$ cat config.mk
export PLATFORM = sky130hd
export DESIGN_NAME = text_term_ctrl
export DESIGN_NICKNAME = d
export VERILOG_FILES = /design/src/rtl/text_term_ctrl.sv
export SDC_FILE = /design/constraint.sdc
export NUM_CORES = 1
export LEC_CHECK = 0
export BUFFER_PORTS_ARGS = -buffer_cell sky130_fd_sc_hd__buf_4
export CAP_MARGIN = 10
export CELL_PAD_IN_SITES_DETAIL_PLACEMENT = 0
export CELL_PAD_IN_SITES_GLOBAL_PLACEMENT = 2
export CORE_UTILIZATION = 38
export DETAILED_ROUTE_END_ITERATION = 10
export GPL_TIMING_DRIVEN = 0
export PLACE_DENSITY = 0.86
export SLEW_MARGIN = 20
export SYNTH_ARGS = -nofsm -noshare
export SYNTH_HDL_FRONTEND = slang
export SYNTH_SLANG_ARGS = --single-unit
$ cat constraint.sdc
create_clock -name pclk -period 6.7 [get_ports pclk]
set_input_delay 1.34 -clock pclk [delete_from_list [all_inputs] [get_ports pclk]]
set_output_delay 1.34 -clock pclk [all_outputs]
set_load 0.05 [all_outputs]
$ cat src/rtl/text_term_ctrl.sv
// ============================================================================
//  Module      : text_term_ctrl
//  Description : Terminal-style write controller for a ring-buffered text-mode
//                character RAM (cursor, CR/LF/BS/FF handling, scroll, clears).
//  Revision    : 1.0 - initial release
// ============================================================================
`default_nettype none

module text_term_ctrl #(
    parameter int         COLS      = 70,
    parameter int         ROWS      = 30,
    parameter int         ADDR_W    = 12,
    parameter logic [7:0] FILL_CHAR = 8'h20
) (
    input  logic              pclk,
    input  logic              reset,
    input  logic              in_valid,
    output logic              in_ready,
    input  logic [7:0]        in_char,
    output logic              wr_en,
    output logic [ADDR_W-1:0] wr_addr,
    output logic [7:0]        wr_data,
    output logic [7:0]        cursor_x,
    output logic [7:0]        cursor_y,
    output logic [4:0]        row_base,
    output logic              busy
);

    typedef enum logic [1:0] {
        S_CLEAR_ALL = 2'd0,
        S_IDLE      = 2'd1,
        S_CLEAR_ROW = 2'd2
    } state_t;

    localparam logic [7:0]        c_rows     = 8'(ROWS);
    localparam logic [7:0]        c_last_col = 8'(COLS - 1);
    localparam logic [7:0]        c_last_row = 8'(ROWS - 1);
    localparam logic [4:0]        c_last_base = 5'(ROWS - 1);
    localparam logic [ADDR_W-1:0] c_cols_a   = ADDR_W'(COLS);
    localparam logic [ADDR_W-1:0] c_cols_m1a = ADDR_W'(COLS - 1);
    localparam logic [ADDR_W-1:0] c_total_m1 = ADDR_W'(ROWS * COLS - 1);

    state_t              r_state,    w_state_nxt;
    logic [ADDR_W-1:0]   r_clr_cnt,  w_clr_cnt_nxt;
    logic [7:0]          r_cur_x,    w_x_nxt;
    logic [7:0]          r_cur_y,    w_y_nxt;
    logic [4:0]          r_row_base, w_rb_nxt;
    logic [4:0]          r_clr_base, w_clr_base_nxt;
    logic                r_wr_en,    w_wr_en_nxt;
    logic [ADDR_W-1:0]   r_wr_addr,  w_wr_addr_nxt;
    logic [7:0]          r_wr_data,  w_wr_data_nxt;
    logic                w_newline;

    // Logical (x,y) to physical RAM address through the ring-buffer base.
    function automatic logic [ADDR_W-1:0] f_addr(input logic [7:0] y,
                                                  input logic [4:0] base,
                                                  input logic [7:0] x);
        logic [7:0] phys;
        phys = y + {3'b000, base};
        if (phys >= c_rows)
            phys = phys - c_rows;
        return ADDR_W'(phys) * c_cols_a + ADDR_W'(x);
    endfunction

    always_ff @(posedge pclk or posedge reset) begin
        if (reset) begin
            r_state    <= S_CLEAR_ALL;
            r_clr_cnt  <= '0;
            r_cur_x    <= '0;
            r_cur_y    <= '0;
            r_row_base <= '0;
            r_clr_base <= '0;
            r_wr_en    <= 1'b0;
            r_wr_addr  <= '0;
            r_wr_data  <= '0;
        end else begin
            r_state    <= w_state_nxt;
            r_clr_cnt  <= w_clr_cnt_nxt;
            r_cur_x    <= w_x_nxt;
            r_cur_y    <= w_y_nxt;
            r_row_base <= w_rb_nxt;
            r_clr_base <= w_clr_base_nxt;
            r_wr_en    <= w_wr_en_nxt;
            r_wr_addr  <= w_wr_addr_nxt;
            r_wr_data  <= w_wr_data_nxt;
        end
    end

    always_comb begin
        w_state_nxt    = r_state;
        w_clr_cnt_nxt  = r_clr_cnt;
        w_x_nxt        = r_cur_x;
        w_y_nxt        = r_cur_y;
        w_rb_nxt       = r_row_base;
        w_clr_base_nxt = r_clr_base;
        w_wr_en_nxt    = 1'b0;
        w_wr_addr_nxt  = r_wr_addr;
        w_wr_data_nxt  = r_wr_data;
        w_newline      = 1'b0;

        case (r_state)
            S_CLEAR_ALL: begin
                w_wr_en_nxt   = 1'b1;
                w_wr_addr_nxt = r_clr_cnt;
                w_wr_data_nxt = FILL_CHAR;
                if (r_clr_cnt == c_total_m1) begin
                    w_clr_cnt_nxt = '0;
                    w_state_nxt   = S_IDLE;
                end else begin
                    w_clr_cnt_nxt = r_clr_cnt + 1'b1;
                end
            end

            S_CLEAR_ROW: begin
                w_wr_en_nxt   = 1'b1;
                w_wr_addr_nxt = f_addr(8'd0, r_clr_base, 8'(r_clr_cnt));
                w_wr_data_nxt = FILL_CHAR;
                if (r_clr_cnt == c_cols_m1a) begin
                    w_clr_cnt_nxt = '0;
                    w_state_nxt   = S_IDLE;
                end else begin
                    w_clr_cnt_nxt = r_clr_cnt + 1'b1;
                end
            end

            S_IDLE: begin
                if (in_valid) begin
                    if (in_char >= 8'h20 && in_char <= 8'h7E) begin
                        w_wr_en_nxt   = 1'b1;
                        w_wr_addr_nxt = f_addr(r_cur_y, r_row_base, r_cur_x);
                        w_wr_data_nxt = in_char;
                        if (r_cur_x == c_last_col) begin
                            w_x_nxt   = '0;
                            w_newline = 1'b1;
                        end else begin
                            w_x_nxt = r_cur_x + 8'd1;
                        end
                    end else begin
                        case (in_char)
                            8'h0D: w_x_nxt = '0;
                            8'h0A: begin
                                w_x_nxt   = '0;
                                w_newline = 1'b1;
                            end
                            8'h08: begin
                                if (r_cur_x != 8'd0) begin
                                    w_x_nxt       = r_cur_x - 8'd1;
                                    w_wr_en_nxt   = 1'b1;
                                    w_wr_addr_nxt = f_addr(r_cur_y, r_row_base, r_cur_x - 8'd1);
                                    w_wr_data_nxt = FILL_CHAR;
                                end else if (r_cur_y != 8'd0) begin
                                    w_x_nxt       = c_last_col;
                                    w_y_nxt       = r_cur_y - 8'd1;
                                    w_wr_en_nxt   = 1'b1;
                                    w_wr_addr_nxt = f_addr(r_cur_y - 8'd1, r_row_base, c_last_col);
                                    w_wr_data_nxt = FILL_CHAR;
                                end
                            end
                            8'h0C: begin
                                w_x_nxt       = '0;
                                w_y_nxt       = '0;
                                w_rb_nxt      = '0;
                                w_clr_cnt_nxt = '0;
                                w_state_nxt   = S_CLEAR_ALL;
                            end
                            default: ;
                        endcase
                    end

                    // At the bottom row the old base becomes the new, blank bottom row.
                    if (w_newline) begin
                        if (r_cur_y != c_last_row) begin
                            w_y_nxt = r_cur_y + 8'd1;
                        end else begin
                            w_rb_nxt       = (r_row_base == c_last_base) ? 5'd0 : r_row_base + 5'd1;
                            w_clr_base_nxt = r_row_base;
                            w_clr_cnt_nxt  = '0;
                            w_state_nxt    = S_CLEAR_ROW;
                        end
                    end
                end
            end

            default: begin
                w_clr_cnt_nxt = '0;
                w_state_nxt   = S_CLEAR_ALL;
            end
        endcase
    end

    assign in_ready = (r_state == S_IDLE);
    assign busy     = (r_state != S_IDLE);
    assign wr_en    = r_wr_en;
    assign wr_addr  = r_wr_addr;
    assign wr_data  = r_wr_data;
    assign cursor_x = r_cur_x;
    assign cursor_y = r_cur_y;
    assign row_base = r_row_base;

endmodule

`default_nettype wire
# --- Word level (Yosys, flattened, before mapping) ---
# Cells that the tools add are included.
# Widths: inputs -> output; s select.
word_totals:
  ff_bits: 61
  inputBits: 11
  output_inout_bits: 44
  word_cells: 140
op_classes:
  add_sub_neg: 15
  n_mul: 4
  magnitude_cmp: 5
  eq_ne: 18
  muxes: 73
  bitwise: 1
  n_reduce_logical: 15
op_table:
  columns: ["operator", "n"]
  rows:
  - ["$mux 8", 32]
  - ["$mux 12", 12]
  - ["$pmux 12 s3", 2]
  - ["$pmux 8 s2", 3]
  - ["$mul 8x6->11 const B", 4]
  - ["$add 12x8->12", 3]
  - ["$eq 8x4->1 const B", 4]
  - ["$mux 5", 5]
  - ["$add 8x1->8 const B", 2]
  - ["$add 8x5->8", 2]
  - ["$ge 8x5->1 const B", 2]
  - ["$reduce_and 4->1", 4]
  - ["$reduce_bool 8->1", 2]
  - ["$sub 8x1->8 const B", 2]
  - ["$sub 8x5->8 const B", 2]
  - ["$mux 2", 7]
  - ["$add 12x1->12 const B", 1]
  - ["$add 12x7->12 const B", 1]
  - ["$eq 12x12->1 const B", 1]
  - ["$eq 12x7->1 const B", 1]
  - ["$mux 1", 10]
  - ["$eq 8x7->1 const B", 1]
  - ["$ge 8x6->1 const B", 1]
  - ["$le 8x7->1 const B", 1]
  - ["other kinds (23)", 26]

# --- Depth between registers and ports, before layout ---
# Gate-level depths: netlist of the first run.
depth:
  ltp_word: 18
  ltp_mapped: 28
  mapped_depth_nobuf: 27

# --- Least setup slack after synthesis of the first run ---
# Ideal clock, no wire load.
synth_timing:
  path_type: "register -> register"
  from: "register r_cur_y[1], in the netlist cursor_y[1]"
  to: "register r_wr_addr[11], in the netlist wr_addr[11]"
  setup_time_ns: 0.126
  arrival_ns: 6.164
  required_ns: 6.574
  path_slack_ns: 0.409
  path_stages_with_launch: 27
  n_path_buf: 1
  synth_period_minus_slack_ns: 6.291
  path_cell_list: "dfrtp_1 > clkbuf_2 > inv_1 > ha_1 > xor2_1 > ha_1 > nand2_1 > o21ai_0 > a21oi_1 > or3_1 > a21oi_1 > nand3_1 > nand2_1 > mux2i_1 > ha_1 > ha_1 > fa_1 > ha_1 > or2_2 > o311a_1 > or4_1 > and3_1 > nor3_1 > xnor2_1 > xnor2_1 > a32oi_1 > a21oi_1"
synth_between:
  elab_chain_cells: 18
  word_cells_on_any_way: 38
  cone_classes: "add/sub (8); mul (3); order compare (2); eq/ne (1); mux (22); reduce/logical (2)"
synth_rtl:
  columns: ["element", "line", "text"]
  rows:
  - ["from (decl)", "46", "logic [7:0] r_cur_y, w_y_nxt;"]
  - ["from (signal assigned)", "80", "r_cur_y <= w_y_nxt;"]
  - ["$sub 8x1->8", "155", "w_wr_addr_nxt = f_addr(r_cur_y - 8'd1, r_row_base, c_last_col);"]
  - ["$add 8x5->8", "59", "phys = y + {3'b000, base};"]
  - ["$sub 8x5->8 / $ge 8x5->1 (equally long branches)", "61, 60", null]
  - ["$mux 8", "60", "if (phys >= c_rows)"]
  - ["$mux 8", "151", "end else if (r_cur_y != 8'd0) begin"]
  - ["$mux 8", "146", "if (r_cur_x != 8'd0) begin"]
  - ["$mux 8", "139", "case (in_char)"]
  - ["$mux 8", "128", "if (in_char >= 8'h20 && in_char <= 8'h7E) begin"]
  - ["[2 not listed]", null, null]
  - ["$mul 8x6->11", "62", "return ADDR_W'(phys) * c_cols_a + ADDR_W'(x);"]
  - ["$add 12x7->12", "62", null]
  - ["$mux 12", "151", null]
  - ["$mux 12", "146", null]
  - ["$mux 12", "139", null]
  - ["$mux 12", "128", null]
  - ["$mux 12", "127", "if (in_valid) begin"]
  - ["$pmux 12 s3", "101", "case (r_state)"]
  - ["to (signal assigned)", "84", "r_wr_addr <= w_wr_addr_nxt;"]
  - ["to (decl)", "50", "logic [ADDR_W-1:0] r_wr_addr, w_wr_addr_nxt;"]
# Several ways; a longest one is shown, not always the timed one. The select of a mux whose other input is x is not followed.
# A chain may end at the register's enable or synchronous reset.

# --- Worst setup path after layout of the first run ---
# Ends and elaborated chain as after synthesis.

==> summary.md, run 1 <==
| Metric | Value |
|---|---|
| Outcome | complete, no violations |
| Fmax | 0.157 GHz |
| Critical path type | flip-flop to flip-flop |
| Routed len/inst | between 15 and 20 um |
| R2R cell count | 27 |
| Initial antenna violation count | 0 |
| Nets | around 1200 |
| CTS Hold Bufs | 0 |
| Cells after synthesis | around 980 |
| Area added between synthesis and finish | 15.5% |
| Clk Latency, worst-skew pair | 0.35 ns |
| CTS Buf Count | 9 |
| DR iter-0 viols | roughly 360 |
| Post-route cell area | just under 9000 um2 |
| Gpl congestion | ~0.86 |
| Seq/Total Area, Yosys | 19.8% |
| Primary FF master, synth | dfrtp_1 |
| R2R Path End | wr_addr[11]$_DFFE_PP0P_ |
| Post-Synth Simple-Gate Area | 19.7% |
| Largest net degree at the start of global routing | between 50 and 60 |
| Fin Clk Skew | roughly 0.012 ns |
| Syn_nets | approximately 1100 |
| GR Util All Layers | a little under a quarter |
| CTS tree | yes |
| Total power per unit cell area | around 100 nW/um2 |
| Diodes inserted | 0 |
| Clock power share | 53.4% |
| Post-synthesis mux area share | 0.940% |
| Synth top area cells | dfrtp_1 (20%), ha_1 (19%), o21ai_0 (6.6%) |
| Ys Warns | 0 |
| CP peak stage delay | between 0.4 and 0.5 ns |
| Placed cells | approximately 1300 |
| Clk sink count | ~60 |
| Worst Hold Depth | 1 |
| Worst slew pin tran | roughly 0.98 ns |
| Compound-gate portion of the synthesized area | about 22% |
| Final instance count without filler cells | between 1000 and 1500 |
| EDFF count, synth | 0 |
| Min-delay src | wr_data[7]$_DFFE_PP0P_ |
| Die height | roughly 140 um |
| Post-Synth XOR/XNOR Area | 8.57% |
| Hold Path Class | flip-flop to flip-flop |
| Worst hold slack | about 0.48 ns |
| First-pass GRT wire length | 36.3 mm |
| Hold worst-path end | wr_data[7]$_DFFE_PP0P_ |
| Crit path from | cursor_y[1]$_DFFE_PP0P_ |
| Cell taking the most area after synthesis | dfrtp_1 |
| Largest family of logic cells by synthesized area | adder cells |
| Drt total wl | about 23 mm |
| Clk root buf | clkbuf_16 |
| Clock slew seen by the registers of the worst setup and hold paths | 0.06 ns |
| Worst Path Arrival | 6.60 ns |
| Flop2flop setup slack | around 0.32 ns |
| Tmin final | between 6 and 7 ns |
| Asr flop ratio synth | between 90% and 100% |
| Top cell type's share of synthesized area | 19.8% |
| Via count | a little over 7000 |
| I/O Pins | between 50 and 60 |
| Yosys reg bits | between 60 and 70 |
| Max-cap violations | 0 |
| CP top delay family | adder cells |
| Worst IR drop on VDD | 0.115 mV |
| Clock H-tree levels | 3 |
| Port-buffer cells | between 50 and 60 |
| WP buf/inv | 2 |
| Final period util | a little over nine tenths |
| Die area | about 21000 um2 |
| Worst-path maximum fanout | 8 |
| P_int | between 600 and 700 uW |
| Worst setup EP type | flip-flop |
| Final core utilization | a little under half |
| Netlist cell types | 66 |
| Clock Tree Buf Depth | 2 |
| Share of cells above drive strength 1 | 10.9% |
| Fillers | about 2100 |
| # DRC | 0 |
| Hold Fails Final Rpt | 0 |
| Top cell by count, worst path | ha_1 |
| Slew margin rel. | roughly a third |
| Die width | about 140 um |
| NetSw | between 200 and 250 uW |
| Vias in the first global route | ~6600 |
| Post-DP HPWL | 18.2 mm |
| CP Data Required Time | 6.92 ns |
| DR vias/cell | around 5.5 |
| Antenna Nets Post-Route | 0 |
| Post-Syn Area | 7720 um2 |
| Site Rows | between 50 and 60 |
| Register share of total power | 42.0% |
| Core area | slightly below 20000 um2 |
| Switch share | ~25% |
| Initial core utilization | between 30% and 40% |
| Crit start category | flip-flop |
| Area after DPL | 8490 um2 |
| Overflow after GRT | 0 |
| Slowest CP cell | dfrtp_2 |
| # setup viols final | 0 |
| DRT Pass-1 Iters | 4 |
| Static leakage | 0.00418 uW |
| Comb power frac | around 4.5% |
| Max Slew Vio Count | 0 |
| Launch point of the worst reg-to-reg path | cursor_y[1]$_DFFE_PP0P_ |
| Crit path depth | 27 |
| Synth Area in Adders | around 23% |
| Syn Area/Cell | roughly 8 um2 |
| Total power | between 800 and 900 uW |
## power groups by stage
stage / sequential [uW] / clock [uW] / combinational (uW)
3_5_place_dp: 375 / 0 / 40.5
4_1_cts: 368 / 477 / 40.6
5_1_grt: 368 / 491 / 44.0
3_3_place_gp: 375 / 0 / 38.1
6_report: 368 / 469 / 39.9
2_1_floorplan: 375 / 0 / 19.8
## metal layers
layer | vias up | global-route usage [%] | routed length [um]
met5 | - | 0 | 0
met3 | 12 | 3.61 | 865
met1 | 3413 | 32.7 | 11600
met2 | 117 | 35.8 | 10400
li1 | 3615 | - | -
met4 | 0 | 5.21 | 204
## per-stage QoR
step / setup slack [ns] / TNS, ns
floorplan: 0.409 / 0
global placement: -0.0573 / -0.0573
detailed placement: -0.0367 / -0.0367
CTS: 0.0149 / 0
global route: -0.0215 / -0.0215
finish: 0.325 / 0
## synth_stat cells, types with 4 or more instances
cell	number
a21oi_1	70
dfrtp_1	61
nand4_1	8
fa_1	15
nor3_1	23
a31oi_1	10
nor3b_1	11
nand2b_1	20
o21bai_1	7
and3_1	16
clkbuf_1	28
o211ai_1	9
nor2_1	64
a22o_1	9
nor2b_1	6
o21a_1	9
a311oi_1	4
o31ai_1	9
o21ai_0	102
o41ai_1	4
buf_2	4
mux2i_1	5
or3_1	10
a22oi_1	4
inv_1	79
xor2_1	32
xnor2_1	41
nand3_1	25
and2_1	8
a21o_1	11
a211oi_1	7
nor4_1	6
ha_1	118
nand2_1	93
## repair_timing
action | 4_1_cts | 5_1_grt
resized for setup | 2 | 27
setup buffers | 0 | 2
endpoints found under the setup margin | 1 | 5
pin swaps | 0 | 3
cloned | 0 | 0
## logic make-up (layout without fill, tap and decap cells)
logic type               Yosys count  count (layout)
AO/OA/AOI/OAI                    280             280
multiplexers                       7               7
XOR/XNOR                          74              74
AND/OR/NAND/NOR                  306             306
flip-flops                        61              61
buffers and inverters            114             186
adder cells (fa/ha/maj)          133             133
## cells in the final DEF, fill, tap and decap left out, types with 10 or more instances in the layout
cell type,n
ha_1,116
nor3b_1,11
or3_1,10
nor2_1,64
a21oi_1,68
nand2_1,92
inv_1,78
fa_1,15
dfrtp_1,58
nor3_1,22
buf_4,56
and3_1,16
xnor2_1,39
clkbuf_1,27
xor2_1,28
a21o_1,11
o21ai_0,101
nand2b_1,20
nand3_1,24
## registers in the layout, indices dropped and copies added, names as in the netlist
| name | flops |
|---|---|
| wr_addr | 12 |
| wr_data | 8 |
| r_clr_cnt | 12 |
| cursor_x | 8 |
| wr_en | 1 |
| r_clr_base | 5 |
| cursor_y | 8 |
| r_state | 2 |
| row_base | 5 |
## final cells by class
cell class | count | area (um2) | area share, %
repair buffers | 57 | 448 | 5.03
multi-input cells | 800 | 5880 | 66.0
plain buffers | 34 | 135 | 1.52
flip-flops and latches | 61 | 1530 | 17.2
inverters | 80 | 303 | 3.40
clock inverters | 3 | 20.0 | 0.225
well taps | 265 | 332 | 3.72
clock buffers | 12 | 267 | 2.99
## worst max path at each step
stage | end | slack [ns]
final | wr_addr[11]$_DFFE_PP0P_ | 0.32
after global routing | wr_addr[11]$_DFFE_PP0P_ | -0.02
after CTS | wr_addr[11]$_DFFE_PP0P_ | 0.01
after detailed placement | wr_addr[11]$_DFFE_PP0P_ | -0.04
after global placement | wr_addr[11]$_DFFE_PP0P_ | -0.06
after floorplan | wr_addr[11]$_DFFE_PP0P_ | 0.41
No activity file was read; power rests on OpenSTA's default activity.
==> run 2, diff against run 1 <==
- CTS_BUF_LIST: not set -> sky130_fd_sc_hd__clkbuf_8
==> summary.md, run 2 (synthesized netlist as in run 1, its figures left out) <==
| Metric | Value |
|---|---|
| Worst setup EP type | flip-flop (unchanged) |
| NetSw | 201 uW (was 218 uW) |
| Hold Path Class | flip-flop to flip-flop (unchanged) |
| Area after DPL | 8490 um2 (unchanged) |
| Vias in the first global route | 6595 (was 6607) |
| # DRC | 0 (unchanged) |
| First-pass GRT wire length | 36.4 mm (was 36.3 mm) |
| Placed cells | 1295 (unchanged) |
| Max-cap violations | 0 (unchanged) |
| Slowest CP cell | fa_1 (was dfrtp_2) |
| Clock slew seen by the registers of the worst setup and hold paths | 0.08 ns (was 0.06 ns) |
| Core area | 19700 um2 (unchanged) |
| Clk Latency, worst-skew pair | 0.36 ns (was 0.35 ns) |
| Gpl congestion | 0.860 (unchanged) |
| Hold worst-path end | wr_data[7]$_DFFE_PP0P_ (unchanged) |
| Critical path type | flip-flop to flip-flop (unchanged) |
| Post-route cell area | 8810 um2 (was 8910 um2) |
| P_int | 542 uW (was 659 uW) |
| Post-DP HPWL | 18.2 mm (unchanged) |
| Outcome | complete, no violations (unchanged) |
| Worst slew pin tran | 0.973 ns (was 0.981 ns) |
| Initial core utilization | 39.2% (unchanged) |
| Clk root buf | clkbuf_8 (was clkbuf_16) |
| Slew margin rel. | 34.2% (was 33.7%) |
| Worst Path Arrival | 6.64 ns (was 6.60 ns) |
| Overflow after GRT | 0 (unchanged) |
| Flop2flop setup slack | 0.29 ns (was 0.32 ns) |
| Antenna Nets Post-Route | 0 (unchanged) |
| Die width | 145 um (unchanged) |
| Initial antenna violation count | 0 (unchanged) |
| DR vias/cell | 5.44 (was 5.46) |
| Static leakage | 0.00413 uW (was 0.00418 uW) |
| Die area | 20900 um2 (unchanged) |
| Die height | 145 um (unchanged) |
| Hold Fails Final Rpt | 0 (unchanged) |
| Worst IR drop on VDD | 0.0671 mV (was 0.115 mV) |
| Grt met2 use | 35.8% (about the same) |
| Final core utilization | 44.7% (was 45.2%) |
| Largest net degree at the start of global routing | 51 (unchanged) |
| Met3 usage | 3.44% (was 3.61%) |
| Register share of total power | 49.5% (was 42.0%) |
| Switch share | 27.0% (was 24.9%) |
| Tmin final | 6.41 ns (was 6.38 ns) |
| Fmax | 0.156 GHz (was 0.157 GHz) |
| DR iter-0 viols | 350 (was 361) |
| Max Slew Vio Count | 0 (unchanged) |
| Area added between synthesis and finish | 14.1% (was 15.5%) |
| WP buf/inv | 2 (unchanged) |
| GR Util All Layers | 22.8% (was 22.9%) |
| I/O Pins | 55 (unchanged) |
| Min-delay src | wr_data[7]$_DFFE_PP0P_ (unchanged) |
| Final instance count without filler cells | 1312 (unchanged) |
| Worst-path maximum fanout | 8 (unchanged) |
| Total power per unit cell area | 84.4 nW/um2 (was 98.4 nW/um2) |
| Top cell by count, worst path | ha_1 (unchanged) |
| Met1 Track Usage GR | 33.0% (was 32.7%) |
| Fin Clk Skew | 0.0174 ns (was 0.0125 ns) |
| Final period util | 95.7% (was 95.2%) |
| R2R Path End | wr_addr[11]$_DFFE_PP0P_ (unchanged) |
| CTS Hold Bufs | 0 (unchanged) |
| CP Data Required Time | 6.93 ns (was 6.92 ns) |
| Most frequent cells in the layout | ha_1 (116), o21ai_0 (101), nand2_1 (93) (was ha_1 (116), o21ai_0 (101), nand2_1 (92)) |
| Clock power share | 45.1% (was 53.4%) |
| Port-buffer cells | 54 (unchanged) |
| Clock H-tree levels | 3 (unchanged) |
| Worst Hold Depth | 1 (unchanged) |
| # setup viols final | 0 (unchanged) |
| CTS Buf Count | 9 (unchanged) |
| Routed len/inst | 17.6 um (about the same) |
| Clock Tree Buf Depth | 2 (unchanged) |
| Crit start category | flip-flop (unchanged) |
| Gr busiest metal | met2 (unchanged) |
| Share of cells above drive strength 1 | 10.7% (was 10.9%) |
| CTS tree | yes (unchanged) |
| CP peak stage delay | 0.48 ns (was 0.46 ns) |
| DRT Pass-1 Iters | 5 (was 4) |
| Via count | 7137 (was 7157) |
| CP top delay family | simple AND/OR/NAND/NOR gates (was adder cells) |
| Site Rows | 51 (unchanged) |
| R2R cell count | 26 (was 27) |
| Total power | 743 uW (was 877 uW) |
| Nets | 1187 (unchanged) |
| Comb power frac | 5.4% (was 4.5%) |
| Diodes inserted | 0 (unchanged) |
| Launch point of the worst reg-to-reg path | cursor_y[1]$_DFFE_PP0P_ (unchanged) |
| Drt total wl | 23.1 mm (about the same) |
| Commonest non-fill, non-tap cell in the layout | ha_1 (unchanged) |
| Clk sink count | 61 (unchanged) |
## run 2: worst max-delay path by stage
stage                                  startpoint  slack (ns)                      end  cells past startpoint
after floorplan           cursor_y[1]$_DFFE_PP0P_        0.41  wr_addr[11]$_DFFE_PP0P_                     26
after global placement    cursor_y[1]$_DFFE_PP0P_       -0.06  wr_addr[11]$_DFFE_PP0P_                     25
after detailed placement  cursor_y[1]$_DFFE_PP0P_       -0.04  wr_addr[11]$_DFFE_PP0P_                     25
after CTS                 cursor_y[1]$_DFFE_PP0P_       0.007  wr_addr[11]$_DFFE_PP0P_                     27
after global routing      cursor_y[1]$_DFFE_PP0P_       -0.06  wr_addr[11]$_DFFE_PP0P_                     26
final                     cursor_y[1]$_DFFE_PP0P_        0.29  wr_addr[11]$_DFFE_PP0P_                     26
## run 2: area by class of cell
type / instances / area [um2]
multi-input cells: 800 / 5880
fillers: 2071 / 10900
inverters: 80 / 303
well taps: 265 / 332
plain buffers: 34 / 135
repair buffers: 57 / 448
clock inverters: 3 / 20.0
clock buffers: 12 / 165
flip-flops and latches: 61 / 1530
## run 2: worst reg2reg max path: stages (launching register included)
cell and delay, ns:
dfrtp_2 0.45, buf_2 0.24, inv_1 0.13, ha_4 0.20, xor2_1 0.16, ha_1 0.34, a21oi_1 0.14, nand2_1 0.14
xor2_1 0.34, and3_1 0.31, nand2_1 0.17, nand2b_1 0.11, and3_1 0.16, o21bai_1 0.15, ha_1 0.28, ha_1 0.34
fa_1 0.48, ha_1 0.34, or2_2 0.32, o311a_1 0.15, or4_1 0.39, and3_1 0.21, nor3_2 0.18, xnor2_1 0.15
xnor2_1 0.09, a32oi_1 0.23, a21oi_1 0.08
## run 2: metrics by stage
stage,hold WS [ns],setup WS [ns],setup TNS [ns]
after floorplan,0.460,0.409,0
after global placement,0.465,-0.0573,-0.0573
after detailed placement,0.473,-0.0367,-0.0367
after CTS,0.493,0.00655,0
after global routing,0.504,-0.0575,-0.0779
final,0.487,0.289,0
## run 2: timing repair
action,CTS,global route
buffers inserted,0,2
endpoints found under the setup margin,1,5
gates resized for setup,2,25
endpoints found under the hold margin,0,0
pin swaps,0,2
## run 2: power groups by stage
stage / clock network, uW / registers [uW] / logic [uW]
3_3_place_gp: 0 / 375 / 38.1
3_5_place_dp: 0 / 375 / 40.5
4_1_cts: 345 / 368 / 40.6
2_1_floorplan: 0 / 375 / 19.8
5_1_grt: 362 / 368 / 44.0
6_report: 336 / 368 / 40.0
## run 2: routing by layer
layer | wire length (um) | up-vias | share of wire (%)
li1 | - | 3613 | -
met4 | 178 | 0 | 0.77
met5 | 0 | - | 0
met1 | 11600 | 3407 | 50
met2 | 10500 | 107 | 45
met3 | 796 | 10 | 3.5
